[config.mk]
export PLATFORM = sky130hd
export DESIGN_NAME = ccff_chain_loader
export DESIGN_NICKNAME = d
export VERILOG_FILES = /design/src/rtl/ccff_chain_loader.sv
export SDC_FILE = /design/constraint.sdc
export NUM_CORES = 1
export LEC_CHECK = 0
export ABC_AREA = 1
export CAP_MARGIN = 20
export CORE_MARGIN = 2
export CORE_UTILIZATION = 60
export DETAILED_ROUTE_END_ITERATION = 6
export DONT_BUFFER_PORTS = 1
export GPL_TIMING_DRIVEN = 0
export PLACE_DENSITY_LB_ADDON = 0.12
export SLEW_MARGIN = 5
export SYNTH_ARGS = -nofsm -noshare
export SYNTH_HDL_FRONTEND = slang
export SYNTH_SLANG_ARGS = --single-unit
export TNS_END_PERCENT = 50
[constraint.sdc]
create_clock -name prog_clk -period 3.5 [get_ports prog_clk]
set_input_delay 0.525 -clock prog_clk [delete_from_list [all_inputs] [get_ports prog_clk]]
set_output_delay 0.525 -clock prog_clk [all_outputs]
set_load 0.02 [all_outputs]
[src/rtl/ccff_chain_loader.sv]
// ccff_chain_loader: serializes valid/ready bitstream words onto one CLB configuration chain.
// Optional macro CCFF_VERIFY_EN adds a parity-checked recirculation pass after loading.
`default_nettype none

module ccff_chain_loader #(
  parameter int CHAIN_LEN = 20,
  parameter int WORD_W    = 8,
  parameter int CNT_W     = 16
) (
  input  logic              prog_clk,
  input  logic              pReset_n,
  input  logic              start,
  input  logic              abort,
  input  logic [WORD_W-1:0] cfg_data,
  input  logic              cfg_valid,
  output logic              cfg_ready,
  output logic              ccff_head,
  output logic              config_enable,
  input  logic              ccff_tail,
  output logic              busy,
  output logic              done,
  output logic              err
);

  localparam int HW = $clog2(WORD_W + 1);
  localparam logic [1:0] S_IDLE = 2'd0;
  localparam logic [1:0] S_LOAD = 2'd1;
`ifdef CCFF_VERIFY_EN
  localparam logic [1:0] S_VERIFY = 2'd2;
`endif
  localparam logic [CNT_W-1:0] CHAIN_CNT = CNT_W'(CHAIN_LEN);
  localparam logic [CNT_W-1:0] WORD_CNT  = CNT_W'(WORD_W);

  logic [1:0]        state;
  logic [WORD_W-1:0] word_reg;
  logic [HW-1:0]     held;
  logic [CNT_W-1:0]  bits_left;

  logic              in_load;
  logic              shift;
  logic              take;
  logic              last_shift;
  logic [CNT_W-1:0]  left_after;
  logic [HW-1:0]     held_after;

  assign in_load    = (state == S_LOAD);
  assign shift      = in_load && (held != '0) && !abort;
  assign left_after = bits_left - CNT_W'(shift);
  assign held_after = held - HW'(shift);
  // A new word is requested only while the chain still needs bits beyond those held.
  assign cfg_ready  = in_load && !abort && (held_after == '0) && (bits_left > CNT_W'(held));
  assign take       = cfg_valid && cfg_ready;
  assign last_shift = shift && (left_after == '0);
  assign busy       = (state != S_IDLE);

  always_ff @(posedge prog_clk) begin
    if (!pReset_n) begin
      state     <= S_IDLE;
      word_reg  <= '0;
      held      <= '0;
      bits_left <= '0;
      done      <= 1'b0;
    end else begin
      done <= 1'b0;
      case (state)
        S_IDLE: begin
          if (start && !abort) begin
            state     <= S_LOAD;
            bits_left <= CHAIN_CNT;
            held      <= '0;
          end
        end
        S_LOAD: begin
          if (abort) begin
            state <= S_IDLE;
            held  <= '0;
          end else begin
            bits_left <= left_after;
            if (take) begin
              // The final word keeps only the bits the chain still needs.
              word_reg <= cfg_data;
              held     <= (left_after >= WORD_CNT) ? HW'(WORD_W) : HW'(left_after);
            end else if (shift) begin
              word_reg <= word_reg >> 1;
              held     <= held_after;
            end
            if (last_shift) begin
`ifdef CCFF_VERIFY_EN
              state     <= S_VERIFY;
              bits_left <= CHAIN_CNT;
`else
              state     <= S_IDLE;
              done      <= 1'b1;
`endif
            end
          end
        end
`ifdef CCFF_VERIFY_EN
        S_VERIFY: begin
          if (abort) begin
            state <= S_IDLE;
          end else begin
            bits_left <= bits_left - CNT_W'(1);
            if (bits_left == CNT_W'(1)) begin
              state <= S_IDLE;
              done  <= 1'b1;
            end
          end
        end
`endif
        default: state <= S_IDLE;
      endcase
    end
  end

`ifdef CCFF_VERIFY_EN
  logic in_verify;
  logic verify_end;
  logic par_load;
  logic par_tail;
  logic err_flag;

  assign in_verify     = (state == S_VERIFY);
  assign verify_end    = in_verify && !abort && (bits_left == CNT_W'(1));
  // Recirculation feeds the tail back to the head, restoring the chain after CHAIN_LEN shifts.
  assign config_enable = shift || (in_verify && !abort);
  assign ccff_head     = in_load ? ((held != '0) && word_reg[0]) : (in_verify && ccff_tail);
  assign err           = err_flag;

  always_ff @(posedge prog_clk) begin
    if (!pReset_n) begin
      par_load <= 1'b0;
      par_tail <= 1'b0;
      err_flag <= 1'b0;
    end else if ((state == S_IDLE) && start && !abort) begin
      par_load <= 1'b0;
      par_tail <= 1'b0;
      err_flag <= 1'b0;
    end else begin
      if (shift) par_load <= par_load ^ word_reg[0];
      if (in_verify && !abort) par_tail <= par_tail ^ ccff_tail;
      if (verify_end) err_flag <= par_load ^ par_tail ^ ccff_tail;
    end
  end
`else
  logic unused_tail;

  assign unused_tail   = ccff_tail;
  assign config_enable = shift;
  assign ccff_head     = (held != '0) && word_reg[0] && in_load;
  assign err           = 1'b0;
`endif

endmodule

`default_nettype wire

==> results_dict.tcl, run 1 <==
set metrics [dict create \
    holdBufCountCts 0 \
    worst_path_max_delay_cell "dfxtp_1" \
    numCtsBuffers 5 \
    final_common_cell "nand2_1" \
    ys_types 30 \
    tns_ns 0 \
    ys_seq_elements 30 \
    grtUsageMet2_pct 41.6 \
    grt_pass1_wl_um 6670 \
    drive_above_1_share_pct 13.2 \
    syn_area_per_cell_um2 6.53 \
    antenna_cells 0 \
    status "finished, final reports clean" \
    synth_compound_area_share_pct 13.8 \
    ios 20 \
    yosys_warnings 0 \
    worstRegToRegCells 17 \
    fin_ws_ns 0.335 \
    syn-num-nets 316 \
    io_buffer_count 0 \
    synth_mux_area_share_pct 0 \
    drtIter0Drc 61 \
    leakagePower_nw 0.877 \
    antenna_found_initial 0 \
    place.gp.congestion 0.905 \
    syn_area_um2 1920 \
    use_met1_pct 30.8 \
    grt_pass1_vias 1585 \
    clock_skew_ns 0.00740 \
    ant_nets 0 \
    path_class "reg2out" \
    drt-total-wl_um 4070 \
    cp_max_fo 8 \
    top_usage_layer "met2" \
    postSynthCellCount 294 \
    initial_core_util_pct 62.9 \
    cp-end-kind "output pin" \
    synth_xor_area_share_pct 3.19 \
    ir_worst_vdd_v 0.000226 \
    yosys.area_share.simple_pct 37.4 \
    relSlewSlack_pct 58.2 \
    start_kind "flop" \
    die_w_um 60.6 \
    setup_violations 0 \
    cts.path.max_buffers 2 \
    clkSlewWorstSetupHoldPaths_ns 0.10 \
    use_met3_pct 6.18 \
    dp_cells 338 \
    core_area_um2 3050 \
    layout_common_cells "97 x nand2_1, 30 x dfxtp_1, 29 x inv_1, 21 x nor2_1, 16 x a21oi_1" \
    synthAdderAreaFrac_pct 5.22 \
    dieArea_um2 3670 \
    row_count 20 \
    cts-root-buf "clkbuf_4" \
    hold-path-cell-count 2 \
    final_nets 323 \
    fin_crit_ns 3.16 \
    firstDrtPassIters 4 \
    viasPerCell 5.20 \
    dpl.hpwl_um 3160 \
    hold_class "in2reg" \
    drv_cap 0 \
    gr-total-overflow 0 \
    vias 1800 \
    cts_tree "done" \
    wl_per_cell_um 11.7 \
    htree_levels 2 \
    grt_max_degree 11 \
    synth_top_family_by_area "simple AND/OR/NAND/NOR gates" \
    rsz0062_at_grt "false" \
    die_h_um 60.6 \
    power_density_nw_per_um2 320 \
    fmax_mhz 316 \
    insertion_delay_ns 0.33 \
    final_cells 346 \
    max_stage_delay_ns 0.50 \
    hold_viol_final 0 \
    pre_cts_ws_ns 0.292 \
    final_util_pct 66.7 \
    largest_reg_flops 16 \
    worstPathArrival_ns 2.64 \
    ys_seq_area_share_pct 31.3 \
    drv_slew 0 \
    path_cells "inv_2, nor2_4, inv_2, nor2_2, ha_1, ha_1, xnor2_1, nand4_1, nor2_1, nand2_1, inv_1" \
    cts_sinks 30 \
    drt_drc_violations_left 0 \
    areaGrowthSynthToFinish_pct 6.13 \
    grt_usage_pct 24.5 \
    cp.required_ns 2.97 \
    worst_pin_slew_ns 0.627 \
    period_share_pct 90.4 \
    cts_setup_buffers 0 \
]
## cell usage after synthesis
cell      count  share of area, %
nand2_1      97                19
nor2_4        5               2.9
buf_6         1              0.59
a221oi_1      1              0.46
a21oi_1      16               4.2
o22ai_1       2              0.65
xor2_1        5               2.3
o21ai_0      12               3.1
a21oi_2       3               1.4
nand4_1       2              0.65
nand3_2       1              0.52
nor2_1       22               4.3
nand2_2       7               2.3
ha_1          8               5.2
inv_1        29               5.7
dfxtp_1      30                31
nor3_1        2              0.52
a31oi_1       7               2.3
clkinv_1      1              0.20
buf_2         2              0.52
clkbuf_1      3              0.59
o21ai_1       5               1.3
xnor2_1       2              0.91
nand3b_1      3               1.2
buf_4         2              0.78
o221ai_1      1              0.46
inv_2         3              0.59
nor2_2        8               2.6
conb_1        1              0.20
nand3_1      13               3.4
## layout make-up
class / count / area (µm²)
multi-input cells: 223 / 1150
fillers: 312 / 1020
flip-flops and latches: 30 / 601
inverters: 33 / 124
clock buffers: 7 / 55.1
well taps: 44 / 55.1
plain buffers: 8 / 47.5
clock inverters: 1 / 5.00
## power by group
group | total (W) | switching, W | internal [W] | leakage (nW)
Combinational | 0.0000773 | 0.0000528 | 0.0000244 | 0.599
Sequential | 0.000355 | 0.00000730 | 0.000348 | 0.242
Clock | 0.000219 | 0.000122 | 0.0000973 | 0.0353
Total | 0.000651 | 0.000182 | 0.000469 | 0.877
## kinds of logic (layout without fill, tap and decap cells)
family	count (synthesis)	in the layout
AND/OR/NAND/NOR	160	160
AO/OA/AOI/OAI	47	47
buffers and inverters	41	49
flip-flops	30	30
adder cells (fa/ha/maj)	8	8
XOR/XNOR	7	7
other	1	1
## final timing paths
check	startpoint	slack [ns]	to
setup / recovery	state[0]	0.34	cfg_ready
hold / removal	cfg_data[7]	0.33	word_reg[7]
setup reg to reg	state[0]	0.49	state[0]
hold reg to reg	held[3]	0.48	held[3]
## per-layer routing
layer | vias up | routed length (µm) | share of wire (%)
met2 | 39 | 1900 | 47
met4 | 0 | 60 | 1.5
met3 | 7 | 173 | 4.3
met1 | 795 | 1930 | 48
met5 | - | 0 | 0
li1 | 959 | - | -
## metrics by stage
stage	hold WS, ns	cell area (µm²)	total power [W]
floorplan	0.445	1920	0.000423
global placement	0.455	1970	0.000438
detailed placement	0.458	1970	0.000440
CTS	0.320	2030	0.000655
global route	0.318	2040	0.000681
finish	0.329	2040	0.000651
## worst max-delay path: cells and delay by family (launching register included)
kind	cells	cell delay, ns
flip-flops	1	0.50
adder cells (fa/ha/maj)	2	0.41
AND/OR/NAND/NOR	5	0.95
XOR/XNOR	1	0.13
buffers and inverters	3	0.33
## timing repair
| item | CTS | global route |
|---|---|---|
| endpoints found under the hold margin | 0 | 0 |
| gates resized for setup | 0 | 1 |
| setup endpoints to repair | 0 | 3 |
Power figures use the tool's default switching activity.
==> run 2, diff against run 1 <==
--- a/config.mk
+++ b/config.mk
@@ -13,6 +13,7 @@
 export DONT_BUFFER_PORTS = 1
 export GPL_TIMING_DRIVEN = 0
 export PLACE_DENSITY_LB_ADDON = 0.12
+export SKIP_LAST_GASP = 1
 export SLEW_MARGIN = 5
 export SYNTH_ARGS = -nofsm -noshare
 export SYNTH_HDL_FRONTEND = slang
==> results of run 2 <==
Same layout as run 1: the final DEF is identical, and so are final timing and power.
